===== src/rtl/irq_ctrl_pkg.sv =====
// Shared register map, FSM state encoding and CAUSE layout for the interrupt controller.
// No logic; constants and types only.
// Imported by irq_ctrl and its sub-modules.
package irq_ctrl_pkg;

  localparam logic [1:0] IRQ_PEND  = 2'd0;
  localparam logic [1:0] IRQ_MASK  = 2'd1;
  localparam logic [1:0] IRQ_EDGE  = 2'd2;
  localparam logic [1:0] IRQ_CAUSE = 2'd3;

  localparam int CAUSE_VLD_BIT = 31;

  typedef enum logic [1:0] {
    IRQ_IDLE    = 2'd0,
    IRQ_REQ     = 2'd1,
    IRQ_SERVICE = 2'd2
  } irq_state_t;

endpackage


===== src/rtl/irq_sync_edge.sv =====
// Per-line synchroniser with rising-edge detect on the synchronised value.
// Latency: SYNC_STAGES cycles to sync, rise valid in the same cycle as sync.
// No backpressure; free-running sampler.
module irq_sync_edge #(
  parameter int SYNC_STAGES = 2
) (
  input  logic clk,
  input  logic rst,
  input  logic in,
  output logic sync,
  output logic rise
);

  logic [SYNC_STAGES-1:0] sync_ff;
  logic                   prev;

  // Shift the raw line through the synchroniser and keep the last synced value.
  always_ff @(posedge clk or posedge rst) begin
    if (rst) begin
      sync_ff <= '0;
      prev    <= 1'b0;
    end else begin
      sync_ff <= {sync_ff[SYNC_STAGES-2:0], in};
      prev    <= sync_ff[SYNC_STAGES-1];
    end
  end

  assign sync = sync_ff[SYNC_STAGES-1];
  assign rise = sync & ~prev;

endmodule


===== src/rtl/irq_ctrl.sv =====
// Interrupt controller: synchronises sources, holds PEND/MASK/EDGE, requests the FSM and tracks service.
// Latency: raw line to irq is SYNC_STAGES+2 edges for edge-mode sources.
// No backpressure; irq holds in REQ until the FSM acknowledges or the request is withdrawn.
module irq_ctrl
  import irq_ctrl_pkg::*;
#(
  parameter int NUM_SRC     = 8,
  parameter int SYNC_STAGES = 2
) (
  input  logic               clk,
  input  logic               rst,
  input  logic [NUM_SRC-1:0] ext_irq,
  input  logic               iack,
  input  logic               wr_en,
  input  logic [1:0]         addr,
  input  logic [31:0]        wdata,
  output logic [31:0]        rdata,
  output logic               irq,
  output logic [4:0]         irq_id,
  output logic               cause_valid
);

  logic [NUM_SRC-1:0] sync, rise;
  logic [NUM_SRC-1:0] pend_q, pend, mask_q, edge_q, elig;
  logic [NUM_SRC-1:0] w1c, ack_clr;
  logic [4:0]         sel;
  logic               any, iack_q, ack_rise, ack_fall, take_ack;
  irq_state_t         state;
  logic               unused_wdata;

  for (genvar g = 0; g < NUM_SRC; g++) begin : g_src
    irq_sync_edge #(.SYNC_STAGES(SYNC_STAGES)) u_sync (
      .clk  (clk),
      .rst  (rst),
      .in   (ext_irq[g]),
      .sync (sync[g]),
      .rise (rise[g])
    );
  end

  // Level-mode bits are the live synchronised line; edge-mode bits come from storage.
  assign pend     = (pend_q & edge_q) | (sync & ~edge_q);
  assign elig     = pend & mask_q;
  assign any      = |elig;
  assign ack_rise = iack & ~iack_q;
  assign ack_fall = ~iack & iack_q;
  assign take_ack = (state == IRQ_REQ) && ack_rise && any;
  assign w1c      = (wr_en && addr == IRQ_PEND) ? (wdata[NUM_SRC-1:0] & edge_q) : '0;
  assign unused_wdata = ^wdata;

  // Lowest eligible index wins; scanning downward leaves the smallest index last.
  always_comb begin
    sel = '0;
    for (int i = NUM_SRC - 1; i >= 0; i--) begin
      if (elig[i]) sel = 5'(i);
    end
  end

  // The serviced source is cleared only if it is edge mode.
  always_comb begin
    ack_clr = '0;
    for (int i = 0; i < NUM_SRC; i++) begin
      ack_clr[i] = take_ack && (sel == 5'(i)) && edge_q[i];
    end
  end

  // Register file: clears applied first so a same-cycle rise wins; storage forced to 0 in level mode.
  always_ff @(posedge clk or posedge rst) begin
    if (rst) begin
      pend_q <= '0;
      mask_q <= '0;
      edge_q <= '0;
      iack_q <= 1'b0;
    end else begin
      pend_q <= ((pend_q & ~w1c & ~ack_clr) | rise) & edge_q;
      iack_q <= iack;
      if (wr_en && addr == IRQ_MASK) mask_q <= wdata[NUM_SRC-1:0];
      if (wr_en && addr == IRQ_EDGE) edge_q <= wdata[NUM_SRC-1:0];
    end
  end

  // Request/service FSM with irq registered as the decode of the next state.
  always_ff @(posedge clk or posedge rst) begin
    if (rst) begin
      state       <= IRQ_IDLE;
      irq         <= 1'b0;
      irq_id      <= '0;
      cause_valid <= 1'b0;
    end else begin
      case (state)
        IRQ_IDLE: begin
          if (any) begin
            state <= IRQ_REQ;
            irq   <= 1'b1;
          end else begin
            irq   <= 1'b0;
          end
        end
        IRQ_REQ: begin
          if (ack_rise) begin
            state       <= IRQ_SERVICE;
            irq         <= 1'b0;
            irq_id      <= sel;
            cause_valid <= any;
          end else if (!any) begin
            state <= IRQ_IDLE;
            irq   <= 1'b0;
          end
        end
        IRQ_SERVICE: begin
          irq <= 1'b0;
          if (ack_fall) begin
            state       <= IRQ_IDLE;
            cause_valid <= 1'b0;
          end
        end
        default: begin
          state <= IRQ_IDLE;
          irq   <= 1'b0;
        end
      endcase
    end
  end

  // Combinational register read; unimplemented bits read zero.
  always_comb begin
    rdata = '0;
    case (addr)
      IRQ_PEND:  rdata[NUM_SRC-1:0] = pend;
      IRQ_MASK:  rdata[NUM_SRC-1:0] = mask_q;
      IRQ_EDGE:  rdata[NUM_SRC-1:0] = edge_q;
      default: begin
        rdata[CAUSE_VLD_BIT] = cause_valid;
        rdata[4:0]           = irq_id;
      end
    endcase
  end

endmodule

===== config.mk =====
export PLATFORM = sky130hd
export DESIGN_NAME = irq_ctrl
export DESIGN_NICKNAME = d
export VERILOG_FILES = /design/src/rtl/irq_ctrl_pkg.sv /design/src/rtl/irq_sync_edge.sv /design/src/rtl/irq_ctrl.sv
export SDC_FILE = /design/constraint.sdc
export NUM_CORES = 1
export LEC_CHECK = 0
export CAP_MARGIN = 20
export CORE_MARGIN = 4
export CORE_UTILIZATION = 50
export DETAILED_ROUTE_END_ITERATION = 10
export PLACE_DENSITY = 0.85
export SLEW_MARGIN = 0
export SYNTH_ARGS = -nofsm -noshare
export SYNTH_HDL_FRONTEND = slang
export SYNTH_HIERARCHICAL = 1
export SYNTH_SLANG_ARGS = --single-unit

===== constraint.sdc =====
create_clock -name clk -period 3.85 [get_ports clk]
set_input_delay 0.77 -clock clk [delete_from_list [all_inputs] [get_ports clk]]
set_output_delay 0.77 -clock clk [all_outputs]
set_load 0.05 [all_outputs]

-- Word-level counts from Yosys, hierarchy flattened
Index checks and enable logic that the tools add are counted.
- output and inout port bits: 39
- logic and storage cells: 125
- input bits: 46
- flip-flop bits (word level): 58
- bitwise gates (word level): 32
- reductions and logical operators: 30
- mux-type cells: 24
- equality and inequality tests: 15
- operators by type and width (operator ; number):
    bitwise AND 8 bit ; 7
    2-to-1 mux 5 bit ; 7
    NOT 8 bit ; 3
    logical AND 1 bit ; 21
    == test 5 x 3 -> 1 bit (second input constant) ; 4
    OR 8 bit ; 2
    case mux 5 bit (3 select lines) ; 1
    bitwise AND 1 bit ; 10
    == test 5 x 2 -> 1 bit (second input constant) ; 2
    NOT 1 bit ; 10
    case mux 3 bit (3 select lines) ; 1
    2-to-1 mux 2 bit ; 4
    2-to-1 mux 8 bit ; 1
    OR reduction 8 bit ; 1
    2-to-1 mux 1 bit ; 6
    inequality test 2 bit (second input constant) ; 3
    case mux 2 bit (3 select lines) ; 1
    AND reduction 3 bit ; 2
    == test 5 x 1 -> 1 bit (second input constant) ; 1
    zero test 5 bit ; 1
    == test 2 x 1 -> 1 bit (second input constant) ; 2
    == test 2 bit (second input constant) ; 2
    zero test 2 bit ; 2
    case mux 1 bit (2 select lines) ; 2
    other kinds (5) ; 5

-- Logic depth before layout (Yosys ltp)
- depth in word-level cells: 19
- mapped depth: 6
- gate-level depth less buffers: 5

-- By module
Netlist, hierarchy kept.
- modules (own cells, without submodules) (module ; area an instance (µm²) ; sequential area each (µm²) ; cells each ; times used):
    irq_ctrl ; 1998.2 ; 800.8 ; 199 ; 1
    irq_sync_edge ; 92.6 ; 75.1 ; 5 ; 8

-- Worst setup path before layout
OpenSTA, ideal clock, no wires.
- path type: in2out
- from: input addr[1]
- to: output rdata[3]
- cell stages on the path: 5
- path buffers: 2
- slack: 419 ps
- data arrival time: 2661 ps
- required time: 3080 ps
- cell sequence: clkbuf_1 clkbuf_1 o21ai_0 o31a_1 o21ai_0
- word-level cells in the longest chain between the ends: 2
- elaborated cells on any way between the ends: 4
- classes of those cells: eq/ne: 2; mux: 1; reduce/logical: 1
- RTL lines (element ; line ; source):
    start: declaration ; irq_ctrl.sv:15 ; input logic [1:0] addr,
    == test 2 bit, or another cell as far along ; irq_ctrl.sv:128 ; case (addr)
    case mux 5 bit (3 select lines) (*) ; irq_ctrl.sv:128 ;
    end: declaration ; irq_ctrl.sv:17 ; output logic [31:0] rdata,
Every way passes the cells marked *; elsewhere a longest branch is shown, timed or not.

-- Final worst setup path
- from: input addr[1]
- to: output rdata[6]
- word-level cells in the longest chain between the ends: 2
- elaborated cells on any way between the ends: 4
- classes of those cells: eq/ne: 2; mux: 1; reduce/logical: 1
- RTL lines (element ; line):
    == test 2 bit, or another cell as far along ; irq_ctrl.sv:128
    case mux 3 bit (3 select lines) (*) ; irq_ctrl.sv:128
Marks and branches as above.

==> summary.md <==
| Metric | Value |
|---|---|
| Status | finished clean |
| Cell variety after synth | 42 |
| Nature of the critical path endpoint | output port |
| Yosys Warn Count | 6 |
| Setup crit start | addr[1] |
| Residual DRC | 0 |
| Final #Nets | 327 |
| DR pass1 iterations | 4 |
| Root Buffer Master | clkbuf_8 |
| Antenna violations before repair | 0 |
| Die height | 82.01 um |
| DPL Wire Length | 3948 um |
| Clock latency at the later pin of the worst-skew pair | 0.31 ns |
| Final Hold Vio Count | 0 |
| Post-place setup slack | 0.4699 ns |
| Highest clock rate | 297.4 MHz |
| Top-area cell type share of the netlist area | 51.16% |
| Critical-path cell list | clkdlybuf4s50_1 > nor2b_1 > nand2_1 > o21ai_0 > buf_12 |
| Final period util | 87.33% |
| Cells after synthesis | 239 |
| Layout area overhead | 19.19% |
| Final setup violation count | 0 |
| Number of global-route vias before repair | 1,763 |
| Delay of the slowest critical-path stage | 0.74 ns |
| Synth Cell Area | 2739 sq um |
| Die X | 82.01 um |
| Final Cell Area | 3264 sq um |
| Boundary pin count | 85 |
| CP Launch Type | input pin |
| CP Buf/Inv Count | 2 |
| WS Path Type | in2out |
| Pwr dens | 546.4 nW/um^2 |
| CP top delay family | buffers and inverters |
| Iteration-0 DRC Markers | 189 |
| Leak pwr | 1.489 nW |
| Seq/Total Area, Yosys | 51.16% |
| Worst-path clk slew | 0.10 ns |
| CP max stage cell | clkdlybuf4s50_1 |
| Hold_sp | g_src[4].u_sync/sync_ff[0] |
| Final wirelength | 5323 um |
| TritonCTS clock tree | done |
| Ant. Diodes | 0 |
| Mapped Avg Cell Area | 11.46 sq um |
| Num CTS Buffers | 5 |
| WP data arrival | 2.59 ns |
| Synth area leaders | dfrtp_1 (51%), mux2_2 (8.2%), buf_4 (6.9%) |
| Sink Count | 56 |
| Critical Path RT | 3.08 ns |
| Core footprint | 5205 sq um |
| Period minus WS final | 3.362 ns |
| Worst setup slack after layout | 0.4876 ns |
| Post-CTS Setup Repair Bufs | 0 |
| H-tree depth | 2 |
| Skew final | 0.007844 ns |
| Layout cell share with drive strength beyond 1 | 20.57% |
| Worst slew pin tran | 0.6562 ns |
| Largest net degree at the start of global routing | 28 |
| Via density | 5.324 |
| Post-DR wirelength/cell | 15.12 um |
| First-pass GRT wire length | 8342 um |
| Flop and latch count out of synthesis | 56 |
| RSZ-0062 raised after global routing | no |
| Max-cap violation count | 0 |
| # resized after CTS | 0 |
| Port Buf Inserts | 35 |
| GR Overflow Total | 0 |
| Hold buffer count at CTS | 0 |
| Via Count | 1,874 |
| Slew Viols, Final | 0 |
| Setup TNS | 0 ns |
| R2R Path Start | edge_q[6] |
| Area after DPL | 3138 sq um |
| DRT antenna net count | 0 |
| Die area | 6726 sq um |
| GR Util All Layers | 16.72% |
| Clock Path Buffers | 2 |
| Maximum VDD drop | 0.3297 mV |
| Initial Util | 52.62% |
| GP Congestion | 0.8788 |
| Crit path max fanout | 15 |
| Core Rows | 26 |
| Cell taking the most area after synthesis | dfrtp_1 |
| Slew headroom | 56.12% |
| Hold Path Class | reg2reg |
| Filler cell count | 403 |
-- routing by layer --
| metal | track usage (%) | vias to the layer above | wire [um] |
|---|---|---|---|
| met5 | 0 | - | 0 |
| li1 | - | 866 | - |
| met3 | 4.167 | 11 | 451 |
| met1 | 21.42 | 924 | 2225 |
| met4 | 6.478 | 0 | 101 |
| met2 | 27.22 | 73 | 2545 |
-- worst reg2reg max path, stage by stage (launching register included) --
cell and delay [ns]:
dfrtp_1 0.42, mux2_2 0.36, a211oi_1 0.28, o22ai_1 0.16, a2bb2oi_1 0.22, o311a_1 0.36
-- cells in the final DEF, fill, tap and decap left out, types with 3 or more instances in the layout --
master / n
o311a_1: 3
o21ai_0: 17
a21oi_1: 6
clkdlybuf4s50_1: 26
inv_1: 17
o31a_1: 4
buf_12: 5
nor2b_1: 5
nand2b_1: 3
mux2_2: 20
dfrtp_1: 56
buf_4: 8
nand2_1: 24
nor2b_4: 8
conb_1: 25
o21a_1: 4
nor2_1: 6
clkbuf_8: 7
-- area by class of cell --
type | count | area [sq um] | area share [%]
clock inverter | 1 | 30.03 | 0.9199
sequential | 56 | 1401 | 42.93
clock buffer | 7 | 96.34 | 2.951
tap | 70 | 87.58 | 2.683
inverter | 17 | 63.81 | 1.955
timing repair buffer | 39 | 420.4 | 12.88
multi-input combinational | 162 | 1165 | 35.68
-- sequential cells by signal, indices dropped and copies added (netlist names) --
register	count
g_src.u_sync/prev	8
edge_q	8
pend_q	8
state	2
iack_q	1
irq_id	3
mask_q	8
g_src.u_sync/sync_ff	16
cause_valid	1
irq	1
-- Yosys cell counts --
master	number
a211oi_1	2
nand3_1	1
nand2b_1	3
o21a_1	4
a221oi_1	2
mux4_2	2
inv_1	17
or3b_1	1
a31oi_1	1
nor2b_4	8
a21o_1	2
and2_4	2
mux2_4	2
buf_4	25
nor2b_1	5
o2bb2ai_1	1
clkbuf_1	3
o21ai_0	17
nor2_1	6
and2_2	1
nand2_1	24
a221oi_2	1
a21boi_0	2
conb_1	1
nand4bb_1	1
a21oi_1	6
mux2i_1	2
nor3b_2	1
nand3b_1	1
mux2_2	20
mux4_1	1
and2_1	2
o31a_1	4
nand4_1	1
o311a_1	3
or2_0	1
a41oi_1	1
a2bb2oi_1	2
a22oi_1	2
and3_1	1
dfrtp_1	56
o22ai_1	1
-- cells by family (layout without fill, tap and decap cells) --
logic type | count (synthesis) | in the layout | synth area share [%]
AO/OA/AOI/OAI | 51 | 51 | 12.79
buffers and inverters | 45 | 64 | 9.593
flip-flops | 56 | 56 | 51.16
multiplexers | 27 | 27 | 12.65
other | 1 | 25 | 0.1369
AND/OR/NAND/NOR | 59 | 59 | 13.66
-- per-stage QoR --
| stage | total power, mW | hold slack, ns | std cells | utilization [%] |
|---|---|---|---|---|
| 6_report | 1.784 | 0.3455 | 352 | 62.72 |
| 5_1_grt | 1.869 | 0.3608 | 352 | 62.72 |
| 4_1_cts | 1.796 | 0.3545 | 352 | 62.72 |
| 3_5_place_dp | 1.383 | 0.3379 | 344 | 60.29 |
| 3_3_place_gp | 1.364 | 0.3326 | 344 | 60.29 |
| 2_1_floorplan | 1.203 | 0.3312 | 263 | - |
-- path summary, 6_finish.rpt --
check	cells past startpoint	endpoint	slack (ns)
hold / removal	0	g_src[4].u_sync/sync_ff[1]	0.35
setup reg to reg	5	pend_q[5]	1.95
setup / recovery	5	rdata[6]	0.49
min in group asynchronous	2	g_src[5].u_sync/prev	0.97
hold reg to reg	0	g_src[4].u_sync/sync_ff[1]	0.35
max in group asynchronous	3	edge_q[6]	2.20
-- report_power, final --
part           switching (mW)  internal, mW  leakage, nW
clock network           0.181         0.230       0.0645
logic                   0.366         0.245        0.749
registers              0.0847         0.676        0.675
(Power assumes the default switching activity.)
